`src/rtl/fm_phase_discriminator.sv`:
```
// fm_phase_discriminator
//   FM demodulator back end. Takes a stream of signed 16-bit phase samples,
//   forms the wrapped difference between consecutive samples (instantaneous
//   frequency), averages 2^LOG2_DECIM differences and emits one decimated
//   sample through a single-entry AXI-Stream output register.
//
// Ports
//   s00_axis_aclk    : clock, all logic on the rising edge
//   s00_axis_areset  : synchronous active-high reset
//   s00_axis_tvalid  : phase beat valid
//   s00_axis_tready  : phase beat accepted (low only while output is stalled)
//   s00_axis_tdata   : [15:0] signed phase, 0x8000 = -pi; upper bits ignored
//   m00_axis_tvalid  : averaged sample valid
//   m00_axis_tready  : downstream accepts the sample
//   m00_axis_tdata   : sign-extended 16-bit averaged frequency sample
//   block_count      : number of samples produced since reset, wraps at 16 bits

module fm_phase_discriminator #(
  parameter int C_S00_AXIS_TDATA_WIDTH = 32,
  parameter int C_M00_AXIS_TDATA_WIDTH = 32,
  parameter int LOG2_DECIM             = 3
) (
  input  logic                              s00_axis_aclk,
  input  logic                              s00_axis_areset,
  input  logic                              s00_axis_tvalid,
  output logic                              s00_axis_tready,
  input  logic [C_S00_AXIS_TDATA_WIDTH-1:0] s00_axis_tdata,
  output logic                              m00_axis_tvalid,
  input  logic                              m00_axis_tready,
  output logic [C_M00_AXIS_TDATA_WIDTH-1:0] m00_axis_tdata,
  output logic [15:0]                       block_count
);

  // Sum of 2^LOG2_DECIM signed 16-bit differences needs LOG2_DECIM extra bits.
  localparam int ACC_W = 16 + LOG2_DECIM;
  // One extra bit keeps the counter at least 1 bit wide when LOG2_DECIM = 0.
  localparam int CNT_W = LOG2_DECIM + 1;
  localparam logic [CNT_W-1:0] CNT_LAST = CNT_W'((1 << LOG2_DECIM) - 1);

  typedef enum logic {
    PRIME,
    ACCUM
  } state_t;

  state_t                   state;
  state_t                   state_next;
  logic [15:0]              prev_phase;
  logic signed [ACC_W-1:0]  acc;
  logic [CNT_W-1:0]         cnt;

  logic [15:0]              phase;
  logic signed [15:0]       diff;
  logic signed [ACC_W-1:0]  acc_sum;
  logic signed [15:0]       avg;
  logic                     in_hs;
  logic                     out_hs;
  logic                     block_done;
  logic                     unused_tdata;

  assign phase = s00_axis_tdata[15:0];

  // Only the low 16 bits carry phase; the rest of the beat is don't-care.
  assign unused_tdata = ^s00_axis_tdata;

  // Modulo-2^16 subtraction is the phase unwrap: a step across +pi/-pi
  // comes out as the short way round.
  assign diff    = phase - prev_phase;
  assign acc_sum = acc + ACC_W'(diff);
  // Arithmetic shift floors toward -inf; the mean of 16-bit values fits 16 bits.
  assign avg     = 16'(acc_sum >>> LOG2_DECIM);

  // The output register is single-entry, so input stalls only while it is
  // full and not draining.
  assign s00_axis_tready = !m00_axis_tvalid || m00_axis_tready;
  assign in_hs           = s00_axis_tvalid && s00_axis_tready;
  assign out_hs          = m00_axis_tvalid && m00_axis_tready;
  assign block_done      = in_hs && (state == ACCUM) && (cnt == CNT_LAST);

  // NOTE: every sequential process uses non-blocking assignments so all
  // registers update from the same pre-edge values regardless of order.
  always_ff @(posedge s00_axis_aclk) begin
    if (s00_axis_areset) state <= PRIME;
    else                 state <= state_next;
  end

  // NOTE: default assigned first so no path through this block leaves
  // state_next unassigned, which would infer a latch.
  always_comb begin
    state_next = state;
    if (state == PRIME && in_hs) state_next = ACCUM;
  end

  always_ff @(posedge s00_axis_aclk) begin
    if (s00_axis_areset) begin
      prev_phase      <= '0;
      acc             <= '0;
      cnt             <= '0;
      m00_axis_tvalid <= 1'b0;
      m00_axis_tdata  <= '0;
      block_count     <= '0;
    end else begin
      if (in_hs) begin
        prev_phase <= phase;
        if (state == ACCUM) begin
          if (block_done) begin
            acc <= '0;
            cnt <= '0;
          end else begin
            acc <= acc_sum;
            cnt <= cnt + 1'b1;
          end
        end
      end

      // A completion wins over a drain so back-to-back blocks keep tvalid high.
      if (block_done) begin
        m00_axis_tvalid <= 1'b1;
        m00_axis_tdata  <= C_M00_AXIS_TDATA_WIDTH'(avg);
        block_count     <= block_count + 16'd1;
      end else if (out_hs) begin
        m00_axis_tvalid <= 1'b0;
      end
    end
  end

endmodule
```
`config.mk`:
```
export PLATFORM = sky130hd
export DESIGN_NAME = fm_phase_discriminator
export DESIGN_NICKNAME = d
export VERILOG_FILES = /design/src/rtl/fm_phase_discriminator.sv
export SDC_FILE = /design/constraint.sdc
export NUM_CORES = 1
export LEC_CHECK = 0
export ABC_AREA = 1
export BUFFER_PORTS_ARGS = -buffer_cell sky130_fd_sc_hd__buf_2
export CAP_MARGIN = 20
export CELL_PAD_IN_SITES_DETAIL_PLACEMENT = 2
export CELL_PAD_IN_SITES_GLOBAL_PLACEMENT = 2
export CORE_UTILIZATION = 34
export CTS_BUF_LIST = sky130_fd_sc_hd__clkbuf_8
export CTS_CLUSTER_DIAMETER = 50
export DETAILED_ROUTE_END_ITERATION = 8
export HOLD_SLACK_MARGIN = 0.15
export PLACE_DENSITY_LB_ADDON = 0.1
export SETUP_SLACK_MARGIN = 0.05
export SLEW_MARGIN = 20
export SYNTH_ARGS = -nofsm -noshare
export SYNTH_HDL_FRONTEND = slang
export SYNTH_SLANG_ARGS = --single-unit
```
`constraint.sdc`:
```
create_clock -name s00_axis_aclk -period 4.99 [get_ports s00_axis_aclk]
set_input_delay 0.499 -clock s00_axis_aclk [delete_from_list [all_inputs] [get_ports s00_axis_aclk]]
set_output_delay 0.499 -clock s00_axis_aclk [all_outputs]
set_load 0.05 [all_outputs]
```
After elaboration in Yosys (flattened, before gate mapping)
Cells that the tools add are included.
Storage, ports and cells
  register bits: 73
  input port bits: 36
  word-level logic and storage cells: 26
  output and inout port bits: 50
Cells by class
  muxes and demuxes: 4
  bitwise operators: 1
  equality and inequality tests: 1
  reduce and logical (&&, ||, !) cells: 9
  add/subtract/negate cells: 4
Operator list (number)
  adder 19 x 16 -> 19 bit: 1
  two-way mux 19 bit: 1
  adder 16 x 1 -> 16 bit (second input constant): 1
  subtractor 16 bit: 1
  logical AND 1 bit: 5
  adder 4 x 1 -> 4 bit (second input constant): 1
  == test 4 x 3 -> 1 bit (second input constant): 1
  two-way mux 4 bit: 1
  two-way mux 1 bit: 2
  AND reduction 2 bit: 1
  nonzero test 2 bit: 1
  zero test 1 bit: 1
  logical OR 1 bit: 1
  inverter 1 bit: 1

Longest topological paths before layout
Gate-level depths: netlist of the first run.
  word-level depth: 6
  depth in mapped cells: 24
  gate-level depth less buffers: 24

Worst setup path before layout of the first run
Ideal clock, no wire load.
  path kind: input to register
  start: in s00_axis_tdata[0]
  end: reg acc[17]
  library setup time: 0.132 ns
  arrival: 3.298 ns
  buffers on the path: 0
  slack: 1.559 ns
  stages: 19
  data required time: 4.858 ns
  cell sequence: inv_1 > ha_1 > fa_1 > nand3b_1 > nand2_1 > a21oi_1 > o21ai_0 > a21boi_0 > o21ai_0 > xor2_1 > ha_1 > a21oi_1 > inv_1 > a31oi_1 > nor2_1 > nor2_1 > nand3_1 > nand3_1 > a21oi_1
Between the ends
  longest elaborated chain between the ends: 3
Ends and longest elaborated chain
  from (decl): RTL line 27  | input logic [C_S00_AXIS_TDATA_WIDTH-1:0] s00_axis_tdata,
  subtractor 16 bit: RTL line 67  | assign diff = phase - prev_phase;
  adder 19 x 16 -> 19 bit: RTL line 68  | assign acc_sum = acc + ACC_W'(diff);
  two-way mux 19 bit: RTL line 105  | if (block_done) begin
  to (signal assigned): RTL line 109  | acc <= acc_sum;
  to (decl): RTL line 48  | logic signed [ACC_W-1:0] acc;
Every way passes these cells.
A chain may end at the register's enable or synchronous reset.

Worst setup path after layout of the first run
  start: reg prev_phase[0]
  end: reg acc[17]
Between the ends
  longest elaborated chain between the ends: 3
Ends and longest elaborated chain
  from (decl): RTL line 47  | logic [15:0] prev_phase;
  from (signal assigned): RTL line 103  | prev_phase <= phase;
  subtractor 16 bit: RTL line 67
  adder 19 x 16 -> 19 bit: RTL line 68
  two-way mux 19 bit: RTL line 105
Every way passes these cells.

==> results by group, run 1 <==
Worst setup path
  – Crit path arrival time: 4.09 ns
  – Critical path startpoint category: flop
  – Worst Path Max Fanout: 6
  – Crit path cell chain: ha_1, fa_1, nand3b_1, nand2_1, a21oi_1, o21ai_0, a21boi_0, o21ai_0, xor2_1, ha_1, a21oi_1, inv_1, a31oi_1, nor2_1, nor2_1, nand2_1, nand2_1, nand3_1, a21oi_1
  – Max stage delay on crit path: 0.41 ns
  – Slowest CP cell: fa_1
  – WP data required: 5.28 ns
  – Worst setup path class: flop to flop
  – Worst setup EP type: flop

Clock network
  – Longest Clk Path Bufs: 2
  – Clock transition at the registers of the reported paths: 0.08 ns
  – Worst-skew pair later-pin latency: 0.37 ns
  – H-tree depth: 3
  – Post-CTS setup buffer count: 0
  – Post_cts resized: 0
  – CTS Hold Bufs: 0
  – Clock Sinks: 73
  – Num CTS Buffers: 9
  – CTS tree: done
  – Root Buffer Master: clkbuf_8

Synthesis
  – #FFs+latches synth: 73
  – Post-synth EDFFs: 0
  – Post-synthesis cell area: 0.00452 sq mm
  – Yosys Warn Count: 0
  – Post-synthesis cell type count: 42
  – Post-synth net total: 709
  – Async S/R FF share, synth: 0%
  – Synth Area per Inst: 7.12 sq um
  – Top FF cell, synth: dfxtp_1
  – Sequential area share after synthesis: 32.3%
  – Post-synthesis instance total: 635

Power
  – VDD IR max: 0.000116 V
  – Sw Share: 34.7%
  – Pwr/cell area: 326 mW/mm^2
  – Clock share of power: 33.4%
  – Combinational power share: 29.8%
  – P_int: 1100 uW
  – Sw Pwr: 585 uW
  – Reg power frac: 36.8%
  – Leak: 0.00256 uW

STA
  – Max-slew violation count: 0
  – Worst slew pin tran: 0.765 ns
  – Max Freq: 0.263 GHz
  – Clock skew: 0.00824 ns
  – RSZ-0062 raised after global routing: no
  – Setup_tns: 0 ns
  – Hold Fails Final Rpt: 0
  – Slew Limit Headroom: 49.0%
  – Part of the cycle the worst path needs: 76.1%
  – Tmin final: 3.80 ns
  – Setup Viol. Count Final: 0

Die
  – Die Ht: 117 um
  – Rows: 41
  – Width of the chip: 117 um
  – Die Area: 0.0138 sq mm
  – Ports: 86
  – Core ar.: 0.0128 sq mm
  – Initial Util: 35.4%

Cells and area
  – Area of the multi-input gates: 0.00258 sq mm
  – Register area: 0.00146 sq mm
  – Fillers: 1,528
  – # diodes: 0
  – Nets: 763
  – Ratio of cells with drive above 1 in the final layout: 14.8%
  – Area Growth Syn to Fin: 14.4%
  – Fin area: 0.00517 sq mm
  – Util after Layout: 40.5%

Route
  – Pre-antenna DRT Iters: 4
  – Vias per cell: 4.97
  – Routed len/inst: 15.5 um
  – Via count: 4,307
  – DR DRC count: 0
  – Routed WL: 13,400 um
  – Post-route ant nets: 0
  – DRT iter0 DRCs: 125

Worst hold path
  – Hold Crit Class: input port to flop

Placement
  – Post-DP HPWL: 10,600 um
  – DP Area: 0.00493 sq mm
  – GP Congestion: 0.873
  – PortBufs: 69

Global routing
  – Total GRT Usage: 20.4%
  – Initial antenna violation count: 0
  – First-pass GRT wire length: 22,600 um
  – Grt total ovfl: 0
  – Vias in the first global route: 4,634
  – Maximum number of pins on one net before global-route repair: 35

Job
  – Max Cap Violations: 0

Outcome
  – Status: finished, final reports clean
layer usage:
layer,wire length [um],vias up,global-route usage [%]
met1,6430,2059,25.9
met4,210,0,6.90
li1,-,2176,-
met5,0,-,0
met3,384,15,3.21
met2,6380,57,35.0
area by class of cell:
class | count | area share, %
tap | 172 | 4.16
multi-input combinational | 451 | 49.9
inverter | 82 | 6.00
clock inverter | 4 | 1.43
sequential | 73 | 28.2
clock buffer | 12 | 3.19
timing repair buffer | 72 | 7.11
cell usage in the layout (no fill, tap or decap), types with 2 or more instances in the layout:
cell type,synthesis,layout
buf_4,16,3
nor2_8,2,2
a2bb2oi_1,3,3
buf_2,2,69
ha_1,36,36
fa_1,2,2
a21oi_1,71,71
nor3_1,9,9
a211oi_1,3,3
bufinv_16,0,2
nand3b_1,3,3
o21bai_1,3,3
inv_1,81,81
dfxtp_1,73,73
xnor2_1,10,10
clkbuf_8,0,12
nand3_1,43,43
a21boi_0,2,2
o21ai_0,45,45
nand2_1,132,132
nor2_1,39,39
a31oi_1,4,4
and2_1,2,2
nand4_1,3,3
nor4_1,2,2
xor2_1,14,14
a22o_1,2,2
or2_2,7,7
o21ai_1,2,2
path summary, 6_finish.rpt:
kind                                    startpoint                  to  slack, ns  depth (start not counted)
worst max register to register       prev_phase[0]             acc[17]       1.19                         19
worst min-delay path            s00_axis_tdata[15]      prev_phase[15]       0.38                          3
worst max-delay path                 prev_phase[0]             acc[17]       1.19                         19
worst min register to register  m00_axis_tdata[10]  m00_axis_tdata[10]       0.45                          2
worst max-delay path: cells and delay by family, from the launching register on:
| family | cells | cell delay [ns] |
|---|---|---|
| DFF | 1 | 0.32 |
| adders and majority gates | 3 | 0.95 |
| xor gates and xnor gates | 1 | 0.22 |
| AOI/OAI and AO/OA | 7 | 1.37 |
| and+or+nand+nor | 7 | 0.81 |
| buffers and inverters | 1 | 0.06 |
Yosys cell counts (3+ instances only):
master	instances	share of area, %
nor3_1	9	1.0
nand4_1	3	0.41
xor2_1	14	2.7
a211oi_1	3	0.50
nand3b_1	3	0.50
nand2_1	132	11
xnor2_1	10	1.9
clkbuf_1	10	0.83
a21oi_1	71	7.9
o21bai_1	3	0.50
buf_4	16	2.7
a31oi_1	4	0.55
ha_1	36	10
nand3_1	43	4.8
inv_1	81	6.7
nor2_1	39	3.2
o21ai_0	45	5.0
dfxtp_1	73	32
a2bb2oi_1	3	0.58
or2_2	7	0.97
cells by family after synthesis:
logic type      after synthesis  synth area share [%]
simple gates                250                  24.7
buf+inv                     111                  10.7
flops                        73                  32.3
xor+xnor                     24                  4.65
fa+ha+maj                    38                  10.8
compound gates              139                  16.8
flip-flops by register name, summed over array words and instances (netlist names):
signal and cells:
prev_phase 16, block_count 16, acc 19, m00_axis_tdata 16, m00_axis_tvalid 1, state 1
cnt 4
stage by stage:
stage,hold slack (ns),instances,worst slack (ns),power (uW)
6_report,0.382,866,1.19,1690
5_1_grt,0.383,866,0.819,1790
4_1_cts,0.375,866,1.13,1710
3_5_place_dp,0.440,850,0.878,1140
3_3_place_gp,0.431,850,0.964,1110
2_1_floorplan,0.429,635,1.56,994
power groups by stage:
| stage | clock network (uW) | logic [uW] | registers (uW) |
|---|---|---|---|
| 2_1_floorplan | 0 | 364 | 630 |
| 5_1_grt | 600 | 572 | 624 |
| 6_report | 564 | 503 | 621 |
| 4_1_cts | 583 | 511 | 621 |
| 3_5_place_dp | 0 | 507 | 634 |
| 3_3_place_gp | 0 | 475 | 633 |
(Power assumes the default switching activity.)
==> run 2, diff against run 1 <==
- CORE_UTILIZATION: 34 -> 32
- clock period: 4.99 -> 3.8 ns (I/O delays scaled with it)
==> run 2 against run 1 <==
Net effect: worst hold slack got worse by 0.093 ns; sequential power rose by 31%; clock skew barely moved; largest power group unchanged; count of clock-buffer cells in the layout fell by 3; highest routed layer unchanged; clock power rose by 8.3%; critical endpoint unchanged; routed wire length rose by 3.1%.
==> results by group, run 2 (synthesized netlist as in run 1, its figures left out) <==
Route
  – Post-route ant nets: 0
  – Routed WL: 13,800 um
  – DR DRC count: 0
  – Pre-antenna DRT Iters: 4
  – Vias per cell: 4.99
  – Via count: 4,403
  – Routed len/inst: 15.6 um
  – DRT iter0 DRCs: 114

Clock network
  – CTS tree: done
  – Post-CTS setup buffer count: 0
  – Clock transition at the registers of the reported paths: 0.08 ns
  – CTS Hold Bufs: 0
  – Clock Sinks: 73
  – Num CTS Buffers: 9
  – H-tree depth: 3
  – Longest Clk Path Bufs: 2
  – Worst-skew pair later-pin latency: 0.37 ns
  – Root Buffer Master: clkbuf_8

Die
  – Die Ht: 121 um
  – Ports: 86
  – Rows: 43
  – Initial Util: 32.7%
  – Core ar.: 0.0138 sq mm
  – Width of the chip: 121 um
  – Die Area: 0.0146 sq mm

Cells and area
  – Nets: 773
  – Most frequent cells in the layout: nand2_1, inv_1, dfxtp_1
  – Fillers: 1,696
  – Area Growth Syn to Fin: 15.2%
  – Max FFs per register: 19
  – Ratio of cells with drive above 1 in the final layout: 15.9%
  – # diodes: 0
  – Commonest non-fill, non-tap cell in the layout: nand2_1
  – Largest reg by FF count: acc

STA
  – Tmin final: 3.50 ns
  – Hold Fails Final Rpt: 0
  – Final WS setup: 0.296 ns
  – RSZ-0062 raised after global routing: no
  – Fin Hold WS: 0.289 ns
  – Max-slew violation count: 0
  – Worst slew pin tran: 0.787 ns
  – Part of the cycle the worst path needs: 92.2%
  – Setup Viol. Count Final: 0
  – Max Freq: 0.285 GHz
  – Slew Limit Headroom: 47.5%
  – Clock skew: 0.00853 ns

Global routing
  – Total GRT Usage: 20.1%
  – Initial antenna violation count: 0
  – Grt total ovfl: 0
  – Maximum number of pins on one net before global-route repair: 35
  – Vias in the first global route: 4,688
  – First-pass GRT wire length: 22,700 um

Worst setup path
  – Critical path startpoint category: flop
  – Flop-to-flop setup slack: 0.30 ns
  – R2R cell count: 18
  – Crit path arrival time: 3.73 ns
  – Reg-to-reg critical path endpoint: acc[17]
  – Worst Path Max Fanout: 6
  – R2R Path Start: prev_phase[0]
  – Worst setup EP type: flop
  – WP data required: 4.02 ns
  – Worst setup path class: flop to flop

Power
  – VDD IR max: 0.000134 V
  – Leak: 0.00257 uW
  – Pwr/cell area: 409 mW/mm^2

Placement
  – GP Congestion: 0.802
  – PortBufs: 69
  – Post-DP HPWL: 10,900 um
  – Dpl ws: -0.122 ns

Worst hold path
  – Hold Path End: prev_phase[15]
  – Hold Path Stages: 3
  – Hold Crit Class: input port to flop
  – Min-delay src: s00_axis_tdata[15]

Outcome
  – Status: finished, final reports clean

Job
  – Max Cap Violations: 0
-- run 2: cell types whose count changed in the layout (fill, tap and decap cells not counted), sizes merged --
cell	change
buf	+10
clkinv	-1
clkbuf	-3
bufinv	-1
inv	+1
clkinvlp	+3
-- run 2: repair_timing --
action	CTS	global route
setup endpoints to repair	1	7
resized for setup	1	3
cloned	0	0
-- run 2: worst max-delay path, cell delays in order (launching register included) --
cell and delay [ns]:
dfxtp_1 0.32, ha_1 0.20, fa_1 0.40, nand3b_1 0.17
nand2_1 0.09, a21oi_1 0.09, o21ai_1 0.18, a21boi_0 0.16
o21ai_1 0.20, xor2_1 0.20, ha_1 0.32, a21oi_1 0.20
inv_1 0.08, a31oi_2 0.21, nor2_1 0.08, nor2_1 0.16
nand3_1 0.13, nand3_1 0.10, a21oi_1 0.06
-- run 2: how the worst max path moves through the flow --
stage          endpoint  depth (start not counted)               from  slack (ns)
2_1_floorplan   acc[17]                         19  s00_axis_tdata[0]        0.49
3_3_place_gp    acc[17]                         20  s00_axis_tdata[0]      -0.006
3_5_place_dp    acc[17]                         20  s00_axis_tdata[0]       -0.12
4_1_cts         acc[17]                         18      prev_phase[0]        0.10
5_1_grt         acc[17]                         18      prev_phase[0]        0.04
6_report        acc[17]                         18      prev_phase[0]        0.30
-- run 2: cell type report --
| cell class | instances | area, sq um | share of cell area, % |
|---|---|---|---|
| clock buffer | 9 | 124 | 2.38 |
| clock inverter | 6 | 61.3 | 1.18 |
| tap | 180 | 225 | 4.32 |
| sequential | 73 | 1460 | 28.0 |
| inverter | 82 | 310 | 5.95 |
| multi-input combinational | 451 | 2590 | 49.6 |
| timing repair buffer | 82 | 443 | 8.50 |
-- run 2: through the flow --
stage	utilization [%]	cell area, sq um	power [uW]	std cells	setup TNS, ns
after detailed placement	36.3	5020	1540	868	-0.245
after global placement	36.3	5020	1500	868	-0.00607
final	37.7	5210	2130	883	0
after floorplan	-	4520	1300	635	0
after CTS	37.6	5200	2160	883	0
after global routing	37.7	5210	2290	883	0
-- run 2: power breakdown --
group          leakage, uW  total [uW]  internal, uW  switching (uW)
sequential        0.000594         815           797            17.8
combinational      0.00189         708           263             445
clock            0.0000885         611           296             316
-- run 2: metal layers --
layer | global-route usage [%] | vias to the layer above | part of all wire (%)
li1 | - | 2193 | -
met1 | 24.9 | 2120 | 48
met2 | 34.3 | 67 | 47
met3 | 2.96 | 23 | 2.5
met4 | 8.80 | 0 | 2.4
met5 | 0 | - | 0
==> run 3, diff against run 2 <==
- CTS_BUF_LIST: sky130_fd_sc_hd__clkbuf_8 -> sky130_fd_sc_hd__clkbuf_4
==> run 3 against run 2 <==
Net effect: first-iteration DRC count down 14%; register-to-register slack about the same; via count about the same; non-clock buffer count unchanged; clock power is 18% lower; worst hold slack worse by 0.10 ns; clock skew rose by 0.0097 ns; final area shrank 0.96%; total power down 5.0%; sequential power is essentially flat; utilization down 0.36 points; critical path type unchanged; critical endpoint is now acc[15]; highest routed layer unchanged.
==> results by group, run 3 (synthesized netlist as in run 1, its figures left out) <==
Cells and area
  – Area Growth Syn to Fin: 14.1%
  – Nets: 773
  – Ratio of cells with drive above 1 in the final layout: 16.1%
  – Most frequent cells in the layout: nand2_1, inv_1, dfxtp_1
  – Max FFs per register: 19
  – Commonest non-fill, non-tap cell in the layout: nand2_1
  – Fillers: 1,703
  – Layout Cells excl Fill: 884
  – Largest reg by FF count: acc

Worst setup path
  – Buf+Inv Stages, Crit Path: 2
  – WP data required: 4.12 ns
  – CP startpoint: prev_phase[0]
  – Worst Path Max Fanout: 5
  – R2R cell count: 19
  – Crit path arrival time: 3.81 ns
  – Worst setup path class: flop to flop
  – Crit path cell chain: ha_1, fa_1, nand3b_1, nand2_1, a21oi_1, o21ai_1, a21boi_1, buf_4, xnor2_1, ha_1, inv_1, o21bai_1, nor2_1, o21ai_0, a21oi_1, nand2_1, nand2_1, nand3_1, a21oi_1
  – R2R Path Start: prev_phase[0]
  – Reg-to-reg critical path endpoint: acc[15]
  – End of the critical path: acc[15]
  – Max stage delay on crit path: 0.40 ns
  – Flop-to-flop setup slack: 0.31 ns
  – Slowest CP cell: fa_1
  – Cell depth of the worst setup path: 19
  – CP top delay family: compound AO/OA/AOI/OAI gates
  – Critical path startpoint category: flop
  – Worst setup EP type: flop

Job
  – Max Cap Violations: 0

Placement
  – Inst Count DP: 868
  – GP Congestion: 0.802
  – PortBufs: 69
  – Post-DP HPWL: 10,900 um

Clock network
  – Longest Clk Path Bufs: 2
  – Clock Sinks: 73
  – Post-CTS setup buffer count: 0
  – Worst-skew pair later-pin latency: 0.47 ns
  – CTS Hold Bufs: 0
  – Clock transition at the registers of the reported paths: 0.13 ns
  – Num CTS Buffers: 9
  – CTS tree: done
  – H-tree depth: 3
  – Post_cts resized: 0
  – Root Buffer Master: clkbuf_4

STA
  – Part of the cycle the worst path needs: 92.0%
  – Slew Limit Headroom: 46.9%
  – Clock skew: 0.0182 ns
  – Max Freq: 0.286 GHz
  – Hold Fails Final Rpt: 0
  – RSZ-0062 raised after global routing: no
  – Max-slew violation count: 0
  – Setup Viol. Count Final: 0
  – Tmin final: 3.49 ns
  – Fin Hold WS: 0.188 ns
  – Worst slew pin tran: 0.796 ns

Route
  – Vias per cell: 4.98
  – Routed WL: 13,900 um
  – DR DRC count: 0
  – Post-route ant nets: 0
  – Via count: 4,406
  – Pre-antenna DRT Iters: 4
  – Routed len/inst: 15.7 um
  – DRT iter0 DRCs: 98

Power
  – P_int: 1260 uW
  – Reg power frac: 40.2%
  – Sw Pwr: 764 uW
  – Combinational power share: 35.0%
  – Clock share of power: 24.8%
  – Pwr/cell area: 393 mW/mm^2
  – Pwr Total: 2030 uW
  – VDD IR max: 0.000130 V
  – Sw Share: 37.7%
  – Leak: 0.00255 uW

Global routing
  – Maximum number of pins on one net before global-route repair: 35
  – Grt total ovfl: 0
  – Total GRT Usage: 20.2%
  – Initial antenna violation count: 1
  – Vias in the first global route: 4,688
  – First-pass GRT wire length: 22,800 um

Worst hold path
  – Hold Crit Class: input port to flop

Die
  – Rows: 43
  – Initial Util: 32.7%
  – Core ar.: 0.0138 sq mm
  – Width of the chip: 121 um
  – Die Ht: 121 um
  – Ports: 86
  – Die Area: 0.0146 sq mm

Outcome
  – Status: finished, final reports clean
-- run 3: worst register-to-register path, stage by stage (launching register included) --
cell and delay, ns:
dfxtp_1 0.34, ha_1 0.20, fa_1 0.40, nand3b_1 0.17
nand2_1 0.09, a21oi_1 0.09, o21ai_1 0.19, a21boi_1 0.12
buf_4 0.15, xnor2_1 0.12, ha_1 0.38, inv_1 0.06
o21bai_1 0.24, nor2_1 0.11, o21ai_0 0.25, a21oi_1 0.14
nand2_1 0.09, nand2_1 0.07, nand3_1 0.08, a21oi_1 0.06
-- run 3: how the worst min path moves through the flow --
stage	startpoint	endpoint	slack, ns	cells after the start
2_1_floorplan	cnt[3]	cnt[3]	0.43	1
3_3_place_gp	m00_axis_tdata[10]	m00_axis_tdata[10]	0.43	2
3_5_place_dp	m00_axis_tdata[10]	m00_axis_tdata[10]	0.44	2
4_1_cts	s00_axis_tdata[15]	prev_phase[15]	0.16	3
5_1_grt	s00_axis_tdata[15]	prev_phase[15]	0.17	3
6_report	s00_axis_tdata[15]	prev_phase[15]	0.19	3
-- run 3: area by class of cell --
| cell class | count | area (sq um) | area share (%) |
|---|---|---|---|
| Antenna cell | 1 | 2.50 | 0.0485 |
| Multi-Input combinational cell | 451 | 2590 | 50.1 |
| Clock buffer | 10 | 75.1 | 1.45 |
| Inverter | 82 | 310 | 6.01 |
| Sequential cell | 73 | 1460 | 28.3 |
| Timing Repair Buffer | 82 | 443 | 8.58 |
| Clock inverter | 5 | 57.6 | 1.12 |
| Tap cell | 180 | 225 | 4.36 |
-- run 3: per-layer routing --
metal | share of wire, % | vias to the layer above | GRT usage (%) | wire length, um
li1 | - | 2197 | - | -
met1 | 47 | 2119 | 24.8 | 6550
met2 | 48 | 67 | 34.5 | 6590
met3 | 2.7 | 23 | 3.24 | 374
met4 | 2.4 | 0 | 8.80 | 334
met5 | 0 | - | 0 | 0
-- run 3: through the flow --
step           setup WS (ns)  TNS (ns)  area [sq um]  util [%]
6_report               0.306         0          5160      37.3
2_1_floorplan          0.488         0          4520         -
4_1_cts               0.0540         0          5150      37.3
3_5_place_dp          -0.122    -0.245          5020      36.3
3_3_place_gp        -0.00607  -0.00607          5020      36.3
5_1_grt               0.0667         0          5160      37.3
-- run 3: power by group through the flow --
stage | Combinational [uW] | Clock [uW] | Sequential [uW]
CTS | 716 | 526 | 816
detailed placement | 709 | 0 | 833
finish | 709 | 502 | 815
global placement | 672 | 0 | 831
global route | 807 | 556 | 820
floorplan | 478 | 0 | 827
